<file path="src/rtl/axi_traffic_gen.sv">
// AXI4 master traffic generator: write phase of N bursts, then read-back of the same
// addresses against a per-node data pattern; reports error and cycle counts.
module axi_traffic_gen #(
    parameter int NODE_ID = 0,
    parameter int ID_W    = 4,
    parameter int ADDR_W  = 16,
    parameter int DATA_W  = 8
) (
    input  logic              aclk,
    input  logic              areset,
    input  logic              start,
    input  logic              wr_en,
    input  logic              rd_en,
    input  logic [15:0]       num_txn,
    input  logic [7:0]        burst_len,
    input  logic [ADDR_W-1:0] base_addr,
    output logic              busy,
    output logic              done,
    output logic [15:0]       err_cnt,
    output logic [31:0]       cycle_cnt,
    output logic [ID_W-1:0]   awid,
    output logic [ADDR_W-1:0] awaddr,
    output logic [7:0]        awlen,
    output logic [2:0]        awsize,
    output logic [1:0]        awburst,
    output logic              awvalid,
    input  logic              awready,
    output logic [DATA_W-1:0] wdata,
    output logic              wstrb,
    output logic              wlast,
    output logic              wvalid,
    input  logic              wready,
    input  logic [ID_W-1:0]   bid,
    input  logic              bvalid,
    output logic              bready,
    output logic [ID_W-1:0]   arid,
    output logic [ADDR_W-1:0] araddr,
    output logic [7:0]        arlen,
    output logic [2:0]        arsize,
    output logic [1:0]        arburst,
    output logic              arvalid,
    input  logic              arready,
    input  logic [ID_W-1:0]   rid,
    input  logic [DATA_W-1:0] rdata,
    input  logic              rlast,
    input  logic              rvalid,
    output logic              rready
);

    typedef enum logic [2:0] {
        IDLE, WR_ADDR, WR_DATA, WR_RESP, RD_ADDR, RD_DATA, DONE
    } state_t;

    localparam logic [ID_W-1:0] MY_ID = ID_W'(NODE_ID);
    localparam logic [7:0]      SEED  = {4'(NODE_ID), 4'h0};

    function automatic logic [DATA_W-1:0] pattern(input logic [7:0] k, input logic [7:0] j);
        logic [7:0] p;
        p = (k + j) ^ SEED;
        return DATA_W'(p);
    endfunction

    function automatic logic [15:0] sat_add16(input logic [15:0] a, input logic [1:0] inc);
        logic [16:0] s;
        s = {1'b0, a} + {15'd0, inc};
        return s[16] ? 16'hFFFF : s[15:0];
    endfunction

    function automatic logic [31:0] sat_inc32(input logic [31:0] a);
        return (a == 32'hFFFF_FFFF) ? a : a + 32'd1;
    endfunction

    state_t              state_q, state_d;
    logic                busy_q, busy_d, done_q, done_d;
    logic [15:0]         err_q, err_d;
    logic [31:0]         cyc_q, cyc_d;
    logic [15:0]         k_q, k_d, num_q, num_d;
    logic [7:0]          j_q, j_d, len_q, len_d;
    logic [ADDR_W-1:0]   addr_q, addr_d, base_q, base_d;
    logic                rd_en_q, rd_en_d;

    logic                last_beat, more_txn;
    logic [ADDR_W-1:0]   next_addr;
    logic [1:0]          beat_errs;

    assign last_beat = (j_q == len_q);
    assign more_txn  = ({1'b0, k_q} + 17'd1) < {1'b0, num_q};
    assign next_addr = addr_q + ADDR_W'({1'b0, len_q} + 9'd1);
    // RLAST mismatch in either direction (early or missing) counts once per beat.
    assign beat_errs = 2'(rid != MY_ID) + 2'(rdata != pattern(k_q[7:0], j_q))
                     + 2'(rlast != last_beat);

    always_comb begin
        state_d = state_q;
        busy_d  = busy_q;
        done_d  = 1'b0;
        err_d   = err_q;
        cyc_d   = busy_q ? sat_inc32(cyc_q) : cyc_q;
        k_d     = k_q;
        j_d     = j_q;
        addr_d  = addr_q;
        rd_en_d = rd_en_q;
        num_d   = num_q;
        len_d   = len_q;
        base_d  = base_q;
        case (state_q)
            IDLE: if (start) begin
                rd_en_d = rd_en;
                num_d   = num_txn;
                len_d   = burst_len;
                base_d  = base_addr;
                addr_d  = base_addr;
                k_d     = 16'd0;
                j_d     = 8'd0;
                err_d   = 16'd0;
                cyc_d   = 32'd0;
                busy_d  = 1'b1;
                if (num_txn == 16'd0 || (!wr_en && !rd_en)) state_d = DONE;
                else if (wr_en)                              state_d = WR_ADDR;
                else                                         state_d = RD_ADDR;
            end
            WR_ADDR: if (awready) begin
                j_d     = 8'd0;
                state_d = WR_DATA;
            end
            WR_DATA: if (wready) begin
                if (last_beat) state_d = WR_RESP;
                else           j_d     = j_q + 8'd1;
            end
            WR_RESP: if (bvalid) begin
                if (bid != MY_ID) err_d = sat_add16(err_q, 2'd1);
                if (more_txn) begin
                    k_d     = k_q + 16'd1;
                    addr_d  = next_addr;
                    state_d = WR_ADDR;
                end else if (rd_en_q) begin
                    k_d     = 16'd0;
                    addr_d  = base_q;
                    state_d = RD_ADDR;
                end else begin
                    state_d = DONE;
                end
            end
            RD_ADDR: if (arready) begin
                j_d     = 8'd0;
                state_d = RD_DATA;
            end
            // The burst always ends on beat count, so a bad RLAST cannot desynchronise us.
            RD_DATA: if (rvalid) begin
                err_d = sat_add16(err_q, beat_errs);
                if (last_beat) begin
                    if (more_txn) begin
                        k_d     = k_q + 16'd1;
                        addr_d  = next_addr;
                        state_d = RD_ADDR;
                    end else begin
                        state_d = DONE;
                    end
                end else begin
                    j_d = j_q + 8'd1;
                end
            end
            DONE: begin
                state_d = IDLE;
                busy_d  = 1'b0;
                done_d  = 1'b1;
            end
            default: state_d = IDLE;
        endcase
    end

    always_ff @(posedge aclk) begin
        if (areset) begin
            state_q <= IDLE;
            busy_q  <= 1'b0;
            done_q  <= 1'b0;
            err_q   <= 16'd0;
            cyc_q   <= 32'd0;
        end else begin
            state_q <= state_d;
            busy_q  <= busy_d;
            done_q  <= done_d;
            err_q   <= err_d;
            cyc_q   <= cyc_d;
        end
    end

    always_ff @(posedge aclk) begin
        k_q     <= k_d;
        j_q     <= j_d;
        addr_q  <= addr_d;
        rd_en_q <= rd_en_d;
        num_q   <= num_d;
        len_q   <= len_d;
        base_q  <= base_d;
    end

    assign busy      = busy_q;
    assign done      = done_q;
    assign err_cnt   = err_q;
    assign cycle_cnt = cyc_q;

    assign awid    = MY_ID;
    assign awaddr  = addr_q;
    assign awlen   = len_q;
    assign awsize  = 3'b000;
    assign awburst = 2'b01;
    assign awvalid = (state_q == WR_ADDR);
    assign wdata   = pattern(k_q[7:0], j_q);
    assign wstrb   = 1'b1;
    assign wlast   = last_beat;
    assign wvalid  = (state_q == WR_DATA);
    assign bready  = (state_q == WR_RESP);
    assign arid    = MY_ID;
    assign araddr  = addr_q;
    assign arlen   = len_q;
    assign arsize  = 3'b000;
    assign arburst = 2'b01;
    assign arvalid = (state_q == RD_ADDR);
    assign rready  = (state_q == RD_DATA);

endmodule
</file>
<file path="config.mk">
export PLATFORM = sky130hd
export DESIGN_NAME = axi_traffic_gen
export DESIGN_NICKNAME = d
export VERILOG_FILES = /design/src/rtl/axi_traffic_gen.sv
export SDC_FILE = /design/constraint.sdc
export NUM_CORES = 1
export LEC_CHECK = 0
export CAP_MARGIN = 40
export CORE_MARGIN = 8
export CORE_UTILIZATION = 30
export DETAILED_ROUTE_END_ITERATION = 7
export GPL_ROUTABILITY_DRIVEN = 0
export GPL_TIMING_DRIVEN = 1
export SYNTH_ARGS = -nofsm -noshare
export SYNTH_HDL_FRONTEND = slang
export SYNTH_SLANG_ARGS = --single-unit
</file>
<file path="constraint.sdc">
create_clock -name aclk -period 12 [get_ports aclk]
set_input_delay 2.4 -clock aclk [delete_from_list [all_inputs] [get_ports aclk]]
set_output_delay 2.4 -clock aclk [all_outputs]
set_load 0.005 [all_outputs]
</file>
# == Word level (Yosys, flattened, before mapping) ==
# Index checks and enable logic that the tools add are counted.
# Widths: inputs -> output; s select.
# classes
n_addsub,11
n_mul,0
div_mod_pow,0
magnitude_cmp,1
n_eq_ne,21
shift,0
muxes,50
n_bitwise,0
reduce_logical,17
# ops
cell,count
$mux 16,19
$pmux 16 s3,3
$mux 32,4
$mux 8,6
$pmux 8 s5,1
$add 16x1->17 const B,2
$mux 3,11
$add 32x1->32 const B,1
$eq 32x32->1 const B,1
$pmux 3 s6,1
$add 16x2->17,1
$lt 17x16->1,1
$add 16x1->16 const B,1
$add 16x9->16,1
$logic_not 16->1,1
$ne 2x1->1 const B,7
$add 8x1->9 const B,1
$eq 3x3->1 const B,3
$add 8x1->8 const B,1
$add 8x8->8,1
$eq 8x8->1,1
$ne 8x8->1,1
$reduce_and 8->1,1
$reduce_bool 4->1,2
other kinds (21),28
# totals
regBits,134
latch_bits,0
ramBits,0
romBits,0
inputBits,67
out_inout_bits,131
elab_cells,112
n_memories,0

# == Logic depth before layout (Yosys ltp) ==
# Gate-level depths: netlist of run 1.
# depth
ltp_word,8
mapped_depth,15
mapped_depth_nobuf,15

# == Worst setup path after synthesis of run 1 ==
# OpenSTA, ideal clock, no wires.
# synth_timing
path_type,input port to flip-flop
start,in start
end,"reg cyc_q[0], in the netlist cycle_cnt[0]"
setup_time_ps,128
t_arrival_ps,6501
t_required_ps,11872
path_slack_ps,5372
path_stages,6
path_buffers,2
path_cell_list,nand2b_1 -> nor3_1 -> or2_2 -> clkbuf_1 -> clkbuf_1 -> nor2_1
# synth_between
elab_chain_len,2
# synth_lines
element,line,rtl
from (decl),11,"input logic start,"
$mux 32,107,IDLE: if (start) begin
$mux 32,106,case (state_q)
to (signal assigned),184,cyc_q <= cyc_d;
to (decl),76,"logic [31:0] cyc_q, cyc_d;"
# No other way between the ends.
# A chain may end at the register's enable or synchronous reset.

# == Worst setup path after layout of run 1 ==
# layout_timing
start,reg k_q[0]
end,out wdata[6]
# layout_between
elab_chain_len,1
# layout_lines
element,line,rtl
from (decl),77,"logic [15:0] k_q, k_d, num_q, num_d;"
from (signal assigned),189,k_q <= k_d;
$add 8x8->8,59,p = (k + j) ^ SEED;
to (decl),28,"output logic [DATA_W-1:0] wdata,"
# No other way between the ends.

==> results of run 1 <==
[layout by cell type (no fill, tap or decap), types with 14 or more instances in the layout]
master,count
edfxtp_1,81
nor3_1,24
a211oi_1,23
nor4_1,19
clkbuf_16,17
nor2_1,82
conb_1,19
a31oi_1,14
xor2_1,20
dfxtp_1,53
nand3_1,36
nand2_1,59
inv_1,39
nand4_1,19
a21oi_1,36
clkdlybuf4s50_1,178
ha_1,36
o21ai_0,46
xnor2_1,57
[cells by family (layout without fill, tap and decap cells)]
family                     Yosys count  count (layout)  share of synthesized area, %
adders and majority gates           40              40                          6.16
AOI/OAI and AO/OA                  218             218                          17.5
other                                2              19                        0.0872
muxes                               12              12                          1.44
and+or+nand+nor                    317             317                          19.1
buffers and inverters              121             260                          7.36
xor gates and xnor gates            77              77                          7.83
DFF                                134             134                          40.5
[where the power goes]
part / switching [mW] / internal, mW
registers: 0.143 / 0.635
logic: 0.560 / 0.502
clock network: 0.208 / 0.325
[registers in the layout, indices dropped and copies added (netlist names), 3 cells and up]
register and count:
k_q 16, state_q 3, j_q 8, num_q 16, base_q 16, araddr 16
cycle_cnt 32, arlen 8, err_cnt 16
[through the flow]
stage | utilization, % | instances | cell area, um2 | hold WS [ns] | worst slack, ns
2_1_floorplan | - | 938 | 8680 | 0.480 | 5.37
3_3_place_gp | 37.1 | 1430 | 10600 | 0.497 | 6.05
3_5_place_dp | 37.1 | 1430 | 10600 | 0.511 | 6.05
4_1_cts | 39.1 | 1461 | 11100 | 0.523 | 6.39
5_1_grt | 39.1 | 1461 | 11100 | 0.534 | 6.24
6_report | 39.1 | 1461 | 11100 | 0.520 | 6.40
[critical path: stages, from the launching register on]
cell             delay (ns)
edfxtp_1               0.54
ha_1                   0.31
fa_1                   0.42
a21o_1                 0.20
a21oi_1                0.28
nor2b_1                0.11
o21a_1                 0.18
nor2_1                 0.10
xnor2_1                0.12
clkdlybuf4s50_1        0.52
[cell type report]
class | count | area (um2)
Multi-Input combinational cell | 683 | 4570
Tap cell | 384 | 480
Clock buffer | 18 | 429
Inverter | 40 | 150
Sequential cell | 134 | 3490
Clock inverter | 13 | 155
Fill cell | 2857 | 17300
Timing Repair Buffer | 189 | 1860
[final timing paths]
| path | startpoint | slack, ns | end | depth (start not counted) |
|---|---|---|---|---|
| min reg2reg | cycle_cnt[23] | 0.52 | cycle_cnt[23] | 2 |
| max | k_q[0] | 6.40 | wdata[6] | 9 |
| max reg2reg | k_q[0] | 7.36 | err_cnt[15] | 15 |
| min | cycle_cnt[23] | 0.52 | cycle_cnt[23] | 2 |
[routing by layer]
layer	vias up	GRT usage, %
li1	3660	-
met1	3563	19.2
met2	190	23.3
met3	22	3.65
met4	2	3.94
met5	-	0
==> results.toml, run 1 <==
[run_status]
status = "finished clean"

[detailed_routing]
dr.pass1.iters = 5
drtAntennaViolNets = 0
wirelength_um = 25500
met3_length_um = 1800
drc = 0
routed_via_density = 5.09
wl_met1_um = 11500
initialDrtViolationCount = 436
num_vias = 7437
dr_wl_met2_um = 11900
wl_per_cell_um = 17.5
routed.top_layer = "met5"

[setup_path]
cp-end-kind = "output port"
crit_type = "flip-flop to output port"
worst_setup_path_start_kind = "flip-flop"
critPathArrivalTime_ns = 3.20
critPathMaxFanout = 8
cp_data_required_time_ns = 9.60

[logic_synthesis]
synth_top_flop_cell = "edfxtp_1"
synth_most_common_cell = "nor2_1"
synth_common_cells = "nor2_1 (82), edfxtp_1 (81), nand2_1 (59)"
synthesis.area_um2 = 8620
synthTopCellsByArea = "edfxtp_1 (28%), dfxtp_1 (12%), xnor2_1 (5.8%)"
yosysUniqueCellTypes = 79
avgSynthCellArea_um2 = 9.35
yosysTopAreaCellShare_pct = 28.2
ys_async_sr_fraction_pct = 0
yosysSeqAreaShare_pct = 40.5
ys_warn_count = 0
syn_inst = 921
synth_largest_area_cell = "edfxtp_1"
synth-edff-count = 81
yosys_register_bits = 134

[timing]
rsz0062_at_grt = "no"
tns_ns = 0
finalCriticalPeriod_ns = 5.60
setup_viol = 0
final_max_slew_viol_count = 0
max_slew_margin_pct = 43.4
fmax_mhz = 179
fin_skew_ns = 0.0147
final-hold-violation-count = 0
fin_crit_sh_pct = 46.6
worst_pin_slew_ns = 0.846

[cells_and_area]
diodes = 0
area_growth_pct = 29.3
nets = 1172
drive_gt1_share_pct = 5.66

[clock_tree]
post_cts.repair.setup_buffers = 0
cts_buffers = 17
cts_resized = 0
clock_latency_ns = 0.42
root_buffer = "clkbuf_16"
cts_tree = "done"
cts_max_path_buffers = 2
clk_pin_slew_ns = 0.07
htree_levels = 4
cts_hold_buf = 0
clock-sinks = 134

[floorplanning]
dieWidth_um = 185
io_pins = 198
dieHeight_um = 185
core_um2 = 28500
rows = 62
start_util_pct = 30.3
dieArea_um2 = 34400

[min_path]
min_path_type = "flip-flop to flip-flop"

[power_and_ir_drop]
p_leak_nw = 3.91
vdd_ir_drop_max_mv = 0.0967
p_per_area_nw_per_um2 = 213
total_power_mw = 2.37

[global_route]
grt_pass1_wl_um = 40000
grt_pass1_vias = 7307
gr-total-overflow = 0
grt_antenna_before_repair = 1
grt_max_degree = 45
gr-usage-all-layers_pct = 14.5

[placement]
portBuffers = 178
dp_hpwl_um = 18600

[run]
max-cap-violations = 0
(Power assumes the default switching activity.)
==> run 2, diff against run 1 <==
==> constraint.sdc (replaced) <==
create_clock -name aclk -period 5.4 [get_ports aclk]
set_input_delay 1.08 -clock aclk [delete_from_list [all_inputs] [get_ports aclk]]
set_output_delay 1.08 -clock aclk [all_outputs]
set_load 0.005 [all_outputs]
==> results.toml, run 2 (synthesis results as in run 1) <==
[run_status]
status = "finished clean"

[placement]
pre_cts_ws_ns = 0.739
portBuffers = 178
dp_hpwl_um = 18700
post_dp_cell_area_um2 = 10600
dp.cells = 1432

[global_route]
grt_pass1_wl_um = 39900
grt_antenna_before_repair = 2
grt_pass1_vias = 7177
grt_max_degree = 45
gr-usage-all-layers_pct = 14.6
gr-total-overflow = 0

[cells_and_area]
nets = 1174
fin_area_um2 = 11200
largest_register_ffs = 32
fin_cells = 1464
fill_cells = 2842
area_growth_pct = 29.8
diodes = 0
final_cell_mix = "clkdlybuf4s50_1 (178), nor2_1 (82), edfxtp_1 (81), nand2_1 (59), xnor2_1 (57)"
drive_gt1_share_pct = 6.11
layout_commonest_cell = "clkdlybuf4s50_1"

[detailed_routing]
initialDrtViolationCount = 488
drc = 0
drtAntennaViolNets = 0
routed_via_density = 5.10
num_vias = 7468
dr.pass1.iters = 5
wl_per_cell_um = 17.5
wirelength_um = 25700

[clock_tree]
post_cts.repair.setup_buffers = 0
clock_latency_ns = 0.41
cts_hold_buf = 0
cts_resized = 0
cts_tree = "done"
cts_max_path_buffers = 2
htree_levels = 4
clk_pin_slew_ns = 0.06
cts_buffers = 17
root_buffer = "clkbuf_16"
clock-sinks = 134

[floorplanning]
dieWidth_um = 185
start_util_pct = 30.3
dieHeight_um = 185
rows = 62
core_um2 = 28500
io_pins = 198
dieArea_um2 = 34400

[timing]
final_max_slew_viol_count = 0
worst_pin_slew_ns = 0.903
rsz0062_at_grt = "no"
setup_viol = 0
final-hold-violation-count = 0
worst_slack_ns = 0.910
fin_skew_ns = 0.0153
fin_crit_sh_pct = 83.2
finalCriticalPeriod_ns = 4.49
tns_ns = 0
fmax_mhz = 223
max_slew_margin_pct = 39.6

[power_and_ir_drop]
vdd_ir_drop_max_mv = 0.168
p_per_area_nw_per_um2 = 474
p_leak_nw = 3.94

[setup_path]
critPathMaxFanout = 8
cp_data_required_time_ns = 5.69
critPathArrivalTime_ns = 4.78
worst_setup_path_start_kind = "flip-flop"
crit_type = "flip-flop to flip-flop"
cp-end-kind = "flip-flop"

[run]
max-cap-violations = 0

[min_path]
min_path_type = "flip-flop to flip-flop"
==> run 2: final timing paths <==
| kind | startpoint | end | slack, ns | depth (start not counted) |
|---|---|---|---|---|
| worst min register to register | cycle_cnt[31] | cycle_cnt[31] | 0.52 | 2 |
| worst max-delay path | k_q[0] | err_cnt[15] | 0.91 | 15 |
| worst max register to register | k_q[0] | err_cnt[15] | 0.91 | 15 |
| worst min-delay path | cycle_cnt[31] | cycle_cnt[31] | 0.52 | 2 |
==> run 2: final cells by class <==
cell class | instances | area, um2 | share of cell area, %
clock buffers | 22 | 488 | 4.36
well taps | 384 | 480 | 4.30
repair buffers | 191 | 1880 | 16.8
multi-input cells | 683 | 4570 | 40.9
flip-flops and latches | 134 | 3490 | 31.2
inverters | 40 | 150 | 1.34
clock inverters | 10 | 118 | 1.05
==> run 2: routing by layer <==
layer / global-route usage [%] / wire, um / vias up
li1: - / - / 3667
met1: 19.1 / 11700 / 3549
met2: 23.8 / 11900 / 224
met3: 3.32 / 1730 / 24
met4: 3.78 / 268 / 4
met5: 0 / 31 / -
==> run 2: critical path, cell delays in order (launching register included) <==
cell,delay (ns)
edfxtp_1,0.50
ha_1,0.29
fa_1,0.40
a21o_1,0.19
a21oi_1,0.26
xnor2_1,0.21
xor2_1,0.10
nor4_1,0.28
nand3_1,0.23
ha_1,0.29
fa_1,0.46
and3_1,0.26
and2_1,0.23
o31ai_1,0.35
a31oi_1,0.13
o21a_1,0.20
==> run 2: where the power goes <==
| group | internal, mW | switching (mW) |
|---|---|---|
| Clock | 0.740 | 0.464 |
| Combinational | 1.12 | 1.25 |
| Sequential | 1.41 | 0.315 |
| Total | 3.27 | 2.03 |
==> run 2: stage by stage <==
stage	hold slack, ns	utilization [%]	total power [mW]
floorplan	0.480	-	3.18
CTS	0.520	39.3	5.35
global placement	0.498	37.1	4.08
global route	0.538	39.3	5.67
finish	0.523	39.3	5.30
detailed placement	0.512	37.1	4.11
